==> config.mk <==
export PLATFORM = sky130hd
export DESIGN_NAME = rr_mux16
export DESIGN_NICKNAME = d
export VERILOG_FILES = /design/src/rtl/proc_pkg.sv /design/src/rtl/rr_mux16_arbiter.sv /design/src/rtl/rr_mux16.sv
export SDC_FILE = /design/constraint.sdc
export NUM_CORES = 1
export LEC_CHECK = 0
export ABC_CLOCK_PERIOD_IN_PS = 2960
export BUFFER_PORTS_ARGS = -buffer_cell sky130_fd_sc_hd__buf_2
export CORE_MARGIN = 5
export CORE_UTILIZATION = 35
export CTS_BUF_LIST = sky130_fd_sc_hd__clkbuf_8
export CTS_CLUSTER_DIAMETER = 120
export DETAILED_ROUTE_END_ITERATION = 10
export PLACE_DENSITY_LB_ADDON = 0.1
export RECOVER_POWER = 25
export SLEW_MARGIN = 20
export SYNTH_ARGS = -nofsm -noshare
export SYNTH_HDL_FRONTEND = slang
export SYNTH_SLANG_ARGS = --single-unit
==> constraint.sdc <==
create_clock -name CLK -period 2.96 [get_ports CLK]
set_input_delay 0.296 -clock CLK [delete_from_list [all_inputs] [get_ports CLK]]
set_output_delay 0.296 -clock CLK [all_outputs]
set_load 0.05 [all_outputs]
==> src/rtl/proc_pkg.sv <==
// Shared processor-slice definitions: default datapath width and a
// constant-foldable ceil(log2) used to size index fields.
package proc_pkg;

    localparam int WORD_W = 16;

    // Smallest r with 2**r >= n; returns 0 for n <= 1.
    function automatic int clog2(input int unsigned n);
        int          r;
        int unsigned v;
        r = 0;
        v = 1;
        while (v < n) begin
            v = v << 1;
            r = r + 1;
        end
        return r;
    endfunction

endpackage

==> src/rtl/rr_mux16_arbiter.sv <==
// Combinational rotating-priority arbiter. Picks the first requester at or
// above ptr, wrapping to 0; the pointer itself is held by the parent.
module rr_arbiter
    import proc_pkg::*;
#(
    parameter  int NUM_IN = 4,
    localparam int SEL_W  = (NUM_IN > 1) ? clog2(NUM_IN) : 1
) (
    input  logic [NUM_IN-1:0] req,
    input  logic [SEL_W-1:0]  ptr,
    input  logic              en,
    output logic [NUM_IN-1:0] grant,
    output logic [SEL_W-1:0]  gidx,
    output logic              any
);

    // Two-pass search: channels ptr..NUM_IN-1 first, then 0..ptr-1.
    always_comb begin
        grant = '0;
        gidx  = '0;
        any   = 1'b0;
        for (int unsigned i = 0; i < NUM_IN; i++) begin
            if (en && !any && req[i] && (SEL_W'(i) >= ptr)) begin
                grant[i] = 1'b1;
                gidx     = SEL_W'(i);
                any      = 1'b1;
            end
        end
        for (int unsigned i = 0; i < NUM_IN; i++) begin
            if (en && !any && req[i] && (SEL_W'(i) < ptr)) begin
                grant[i] = 1'b1;
                gidx     = SEL_W'(i);
                any      = 1'b1;
            end
        end
    end

endmodule

==> src/rtl/rr_mux16.sv <==
// Registered N:1 merge point with valid/ready on every input and on the
// output. Round-robin or fixed-select arbitration, one word per cycle.
module rr_mux16
    import proc_pkg::*;
#(
    parameter int WIDTH  = WORD_W,
    parameter int NUM_IN = 4,
    parameter int SEL_W  = (NUM_IN > 1) ? clog2(NUM_IN) : 1
) (
    input  logic                      CLK,
    input  logic                      RST,
    input  logic [NUM_IN-1:0]         IN_VALID,
    input  logic [NUM_IN*WIDTH-1:0]   IN_DATA,
    output logic [NUM_IN-1:0]         IN_READY,
    input  logic                      MODE,
    input  logic [SEL_W-1:0]          S,
    output logic [WIDTH-1:0]          O,
    output logic                      O_VALID,
    input  logic                      O_READY,
    output logic [SEL_W-1:0]          O_SRC
);

    logic              load;
    logic [NUM_IN-1:0] req;
    logic [NUM_IN-1:0] grant;
    logic [SEL_W-1:0]  gidx;
    logic              any;
    logic [SEL_W-1:0]  ptr;
    logic [SEL_W-1:0]  ptr_next;
    logic [WIDTH-1:0]  sel_data;

    // Output register accepts when empty or being drained this cycle.
    assign load = !O_VALID || O_READY;

    // Eligibility mask: every valid channel, or only channel S in fixed mode.
    // An out-of-range S matches no channel, so nothing is eligible.
    always_comb begin
        req = '0;
        for (int unsigned i = 0; i < NUM_IN; i++) begin
            req[i] = IN_VALID[i] && (!MODE || (S == SEL_W'(i)));
        end
    end

    // Fixed select reuses the rotating search: with a single request bit the
    // pointer position cannot change which channel wins.
    rr_arbiter #(
        .NUM_IN (NUM_IN)
    ) u_arb (
        .req   (req),
        .ptr   (ptr),
        .en    (load),
        .grant (grant),
        .gidx  (gidx),
        .any   (any)
    );

    // Grant is already gated by load, so it is exactly the consume strobe.
    assign IN_READY = grant;

    // One-hot data select of the granted channel.
    always_comb begin
        sel_data = '0;
        for (int unsigned i = 0; i < NUM_IN; i++) begin
            if (grant[i]) begin
                sel_data = IN_DATA[i*WIDTH +: WIDTH];
            end
        end
    end

    // Pointer advances past the winner, wrapping at NUM_IN-1.
    always_comb begin
        ptr_next = '0;
        if (gidx != SEL_W'(NUM_IN - 1)) begin
            ptr_next = gidx + 1'b1;
        end
    end

    // Output stage and round-robin pointer.
    always_ff @(posedge CLK or posedge RST) begin
        if (RST) begin
            O       <= '0;
            O_VALID <= 1'b0;
            O_SRC   <= '0;
            ptr     <= '0;
        end else if (load) begin
            if (any) begin
                O       <= sel_data;
                O_SRC   <= gidx;
                O_VALID <= 1'b1;
                ptr     <= ptr_next;
            end else begin
                O_VALID <= 1'b0;
            end
        end
    end

endmodule

* Word level (Yosys, flattened, before mapping)
Index checks and enable logic that the tools add are counted.
Word-level totals: register bits 21, bits of input ports 74, output and inout bits 23
Cells by class: add/subtract/negate cells 1, order comparisons 8, eq/ne operators 4, mux-type cells 28, reductions and logical operators 43
Operators by type and width (number):
- $mux 16 | 4
- $logic_and 1x1->1 | 27
- $mux 1 | 17
- $mux 2 | 7
- $logic_not 1->1 | 9
- $logic_or 1x1->1 | 5
- $eq 2x2->1 const B | 2
- $ge 1x2->1 const A | 2
- $ge 2x2->1 const A | 2
- $lt 1x2->1 const A | 2
- $lt 2x2->1 const A | 2
- $add 2x1->2 const B | 1
- $eq 2x1->1 const B | 1
- $logic_not 2->1 | 1
- $ne 2x2->1 const B | 1
- $reduce_and 2->1 | 1

* Logic depth before layout (Yosys ltp)
word-level depth 43, mapped depth 9

* Hierarchy
A second synthesis with hierarchy kept.
Second synthesis, totals: cells, all modules 200, area, all modules 1681.6 µm²
By module, submodules not included:
- rr_mux16 | times used 1, cells each 168, area an instance 1452.6 µm², sequential area each 525.5 µm²
- rr_arbiter | times used 1, cells each 32, area an instance 229.0 µm², sequential area each 0.0 µm²

* Least setup slack after synthesis
OpenSTA, ideal clock, no wires.
kind reg-to-output, from register O_VALID, to output port IN_READY[2], arrival time 2115 ps, data required time 2664 ps, slack 549 ps, cell stages (with the launch flop) 10, path buffers 3, cell sequence dfrtp_1 nand2b_1 buf_4 and3_1 buf_2 o21ai_1 o2bb2ai_2 buf_4 nand2_1 inv_1
On the way: cells in the longest elaborated chain, start to end 35, elaborated cells on any way between the ends 36
RTL lines:
- start: declaration | RTL line rr_mux16.sv:18 | output logic O_VALID,
- start signal: assignment | RTL line rr_mux16.sv:82 | O_VALID <= 1'b0;
- start signal: assignment | RTL line rr_mux16.sv:89 | O_VALID <= 1'b1;
- start signal: assignment | RTL line rr_mux16.sv:92 | O_VALID <= 1'b0;
- $logic_not 1->1 (*) | RTL line rr_mux16.sv:33 | assign load = !O_VALID || O_READY;
- $logic_or 1x1->1 (*) | RTL line rr_mux16.sv:33
- $logic_and 1x1->1 (2 in series) | RTL line rr_mux16_arbiter.sv:23 | if (en && !any && req[i] && (SEL_W'(i) >= ptr)) begin
- $mux 1 | RTL line rr_mux16_arbiter.sv:23
- $logic_not 1->1 | RTL line rr_mux16_arbiter.sv:23
- $logic_and 1x1->1 (3 in series) | RTL line rr_mux16_arbiter.sv:23
- $mux 1 | RTL line rr_mux16_arbiter.sv:23
- $logic_not 1->1 | RTL line rr_mux16_arbiter.sv:23
- [10 not listed]
- $logic_and 1x1->1 (3 in series) | RTL line rr_mux16_arbiter.sv:30 | if (en && !any && req[i] && (SEL_W'(i) < ptr)) begin
- $mux 1 | RTL line rr_mux16_arbiter.sv:30
- $logic_not 1->1 | RTL line rr_mux16_arbiter.sv:30
- $logic_and 1x1->1 (3 in series) | RTL line rr_mux16_arbiter.sv:30
- $mux 1 | RTL line rr_mux16_arbiter.sv:30
- $logic_not 1->1 | RTL line rr_mux16_arbiter.sv:30
- $logic_and 1x1->1 (3 in series) | RTL line rr_mux16_arbiter.sv:30
- $mux 1 (*) | RTL line rr_mux16_arbiter.sv:30
- end: declaration | RTL line rr_mux16.sv:14 | output logic [NUM_IN-1:0] IN_READY,
Every way passes the cells marked *; elsewhere a longest branch is shown, timed or not.

* Worst setup path in the final report
from register O_VALID, to output port IN_READY[3]
On the way: cells in the longest elaborated chain, start to end 40, elaborated cells on any way between the ends 41
RTL lines (RTL line):
- $logic_not 1->1 (*) | rr_mux16.sv:33
- $logic_or 1x1->1 (*) | rr_mux16.sv:33
- $logic_and 1x1->1 (2 in series) | rr_mux16_arbiter.sv:23
- $mux 1 | rr_mux16_arbiter.sv:23
- $logic_not 1->1 | rr_mux16_arbiter.sv:23
- $logic_and 1x1->1 (3 in series) | rr_mux16_arbiter.sv:23
- $mux 1 | rr_mux16_arbiter.sv:23
- $logic_not 1->1 | rr_mux16_arbiter.sv:23
- [15 not listed]
- $logic_and 1x1->1 (3 in series) | rr_mux16_arbiter.sv:30
- $mux 1 | rr_mux16_arbiter.sv:30
- $logic_not 1->1 | rr_mux16_arbiter.sv:30
- $logic_and 1x1->1 (3 in series) | rr_mux16_arbiter.sv:30
- $mux 1 | rr_mux16_arbiter.sv:30
- $logic_not 1->1 | rr_mux16_arbiter.sv:30
- $logic_and 1x1->1 (3 in series) | rr_mux16_arbiter.sv:30
- $mux 1 (*) | rr_mux16_arbiter.sv:30
Marks and branches as above.

==> flow_summary_export.csv <==
group,metric,value,unit
pwr,irDropWorstVdd,0.000364,V
worst_setup_path,crit_fanout,24,
worst_setup_path,crit_buf_inv,2,
timing,fin_skew,0.00532,ns
clock_network,clock_sinks,21,
worst_setup_path,r2r-end,"O[10]$_DFFE_PP0P_",
yosys,ys_ff_latch,21,
die,initial_utilization,35.6,%
die,die_w,73.3,um
global_route,antenna_found_initial,0,
timing,hold_viol_final,0,
pwr,p_comb_share,55.7,%
clock_network,clk_latency,0.26,ns
pwr,power_density,726,mW/mm^2
clock_network,cts_root_buf,"clkbuf_8",
yosys,synth-main-ff-cell,"dfrtp_1",
global_route,grtUsageTotal,18.7,%
run,drv_cap,0,
worst_setup_path,worstReg2RegStart,"O_VALID$_DFFE_PP0P_",
yosys,synthTopCellsByCount,"32 x a31oi_1, 24 x nand2_1, 21 x dfrtp_1",
global_route,grt_pass1_vias,1726,
timing,max_freq,373,MHz
finish,diodes,0,
yosys,syn-instance-count,166,
timing,rsz0062_at_grt,"false",
routing,drt_first_iter_violations,65,
clock_network,h-tree-depth,1,
worst_setup_path,critPathLaunchType,"register",
clock_network,tritoncts,"done",
clock_network,cts_setup_buffers,0,
yosys,synth_top_area_share,37.5,%
worst_setup_path,cp-startpoint,"O_VALID$_DFFE_PP0P_",
timing,slew_viol_final,0,
timing,relSlewSlack,43.9,%
timing,timing.hold.ws,0.192,ns
routing,drc,0,
yosys,syn_avg_cell_area,8.45,sq um
yosys,async_flop_share,100,%
timing,setup_tns,0,ns
worst_setup_path,worstPathRequired,2.66,ns
pwr,power.share.clock,13.6,%
routing,detail-route-antenna-nets,0,
worst_setup_path,crit_path_max_incr_delay,0.64,ns
global_route,grt_max_degree,25,
yosys,synth_area_leaders,"dfrtp_1 37%, a31oi_1 14%, nand3_1 7.1%, o22ai_1 7.1%, nand2_1 6.4%",
worst_setup_path,path_cells,"nand2b_1, o211a_2, a21oi_1, o211ai_4, inv_1, buf_2",
pwr,swShare,51.2,%
clock_network,numCtsBuffers,3,
worst_setup_path,crit_type,"register to output pin",
worst_setup_path,cp_slowest_cell,"o211a_2",
yosys,synth_edf_count,0,
yosys,synthesis.nets,240,
yosys,yosys.area.top_type,"dfrtp_1",
yosys,mappedNetlistArea,0.00140,sq mm
worst_setup_path,rrSetupSlack,0.56,ns
die,io_pins,97,
routing,drt-pass1-iter-count,4,
routing,viasPerCell,5.43,
finish,drive_gt1_share,44.6,%
clock_network,cts_resized,0,
finish,nets,333,
worst_setup_path,crit_path_end_kind,"output pin",
timing,tightestPinTransition,0.841,ns
routing,num_vias,1673,
die,die_y,73.3,um
timing,fin_crit_sh,90.5,%
worst_setup_path,critPathTopFamily,"compound AO/OA/AOI/OAI gates",
die,coreArea,0.00394,sq mm
worst_setup_path,r2r_cells,6,
routing,drt-total-wl,4870,um
yosys,synth_most_common_cell,"a31oi_1",
yosys,yosys_warnings,0,
placed_design,dp_hpwl,3670,um
worst_setup_path,crit_end,"IN_READY[3]",
routing,post_drt_wl_per_cell,15.8,um
pwr,leakagePower,0.000966,uW
yosys,ys_seq_area_share,37.5,%
pwr,p_int,691,uW
status,status,"finished clean",
placed_design,io_buffers,96,
die,rows,23,
finish,area_delta_synth_final,39.0,%
timing,finalCriticalPeriod,2.68,ns
pwr,p_sw,725,uW
clock_network,clk_pin_slew,0.08,ns
die,die-area,0.00537,sq mm
worst_setup_path,cp.arrival,2.38,ns
placed_design,gp_congestion,0.802,
yosys,synth_cell_type_count,36,
min_path,min_path_type,"primary input to asynchronous set/reset pin",
clock_network,cts_buffer_depth,2,
global_route,grt_overflow,0,
pwr,seq_power_share,30.7,%
timing,setup_viol,0,
clock_network,ctsHoldBuffers,0,
global_route,grt_pass1_wl,7980,um
worst_setup_path,crit_cells,6,
## metal layers
layer  vias up  global-route usage, %  share of wire, %
li1        825                      -                 -
met1       773                   24.2                42
met2        67                   32.4                50
met3         8                   3.28               7.2
met4         0                   4.43               1.5
met5         -                      0                 0
## placed cells by master (no fill, tap or decap), types with 2 or more instances in the layout
master	netlist	routed
and3_1	3	3
dfrtp_1	21	21
o22ai_1	16	16
nand4_1	2	2
nand3_1	20	20
a31oi_1	32	32
buf_4	3	5
o21ai_1	2	2
o21ai_0	2	2
nand2_1	24	24
buf_2	4	96
inv_1	9	9
clkbuf_8	0	3
## flip-flops by register name (all words and copies together) (netlist names)
signal,count
O_SRC,2
ptr,2
O_VALID,1
O,16
## cell type report
type / count / area [sq um]
Fill cell: 421 / 1990
Multi-Input combinational cell: 123 / 763
Sequential cell: 21 / 526
Timing Repair Buffer: 101 / 518
Tap cell: 50 / 62.6
Clock buffer: 3 / 41.3
Inverter: 9 / 33.8
Clock inverter: 1 / 5.00
## stage by stage
step	worst slack (ns)	instances	utilization, %	cell area [sq um]	total power [uW]
final	0.282	308	49.4	1950	1420
after global routing	0.0986	308	49.4	1950	1510
after CTS	0.283	308	49.4	1950	1420
after detailed placement	0.529	304	48.3	1900	1230
after global placement	0.541	304	48.3	1900	1230
after floorplan	0.549	166	-	1400	1020
## how the worst min path moves through the flow
stage                     slack (ns)  depth (start not counted)                   end
after floorplan                 0.27                          1      O[0]$_DFFE_PP0P_
after global placement          0.48                          2  O_SRC[1]$_DFFE_PP0P_
after detailed placement        0.49                          2  O_SRC[1]$_DFFE_PP0P_
after CTS                       0.23                          2    ptr[0]$_DFFE_PP0P_
after global routing            0.27                          2      O[2]$_DFFE_PP0P_
final                           0.19                          2      O[2]$_DFFE_PP0P_
## power by group through the flow
stage	sequential [uW]	combinational, uW	clock (uW)
floorplan	715	309	0
global placement	441	794	0
detailed placement	438	792	0
CTS	434	792	197
global route	449	848	212
finish	434	788	193
## kinds of logic (layout without fill, tap and decap cells)
group | count (synthesis) | in the layout | share of synthesized area [%]
AND/OR/NAND/NOR | 56 | 56 | 19.0
flip-flops | 21 | 21 | 37.5
buffers and inverters | 22 | 114 | 8.12
AO/OA/AOI/OAI | 67 | 67 | 35.4
Note: power is estimated with default switching activity, not from simulation.
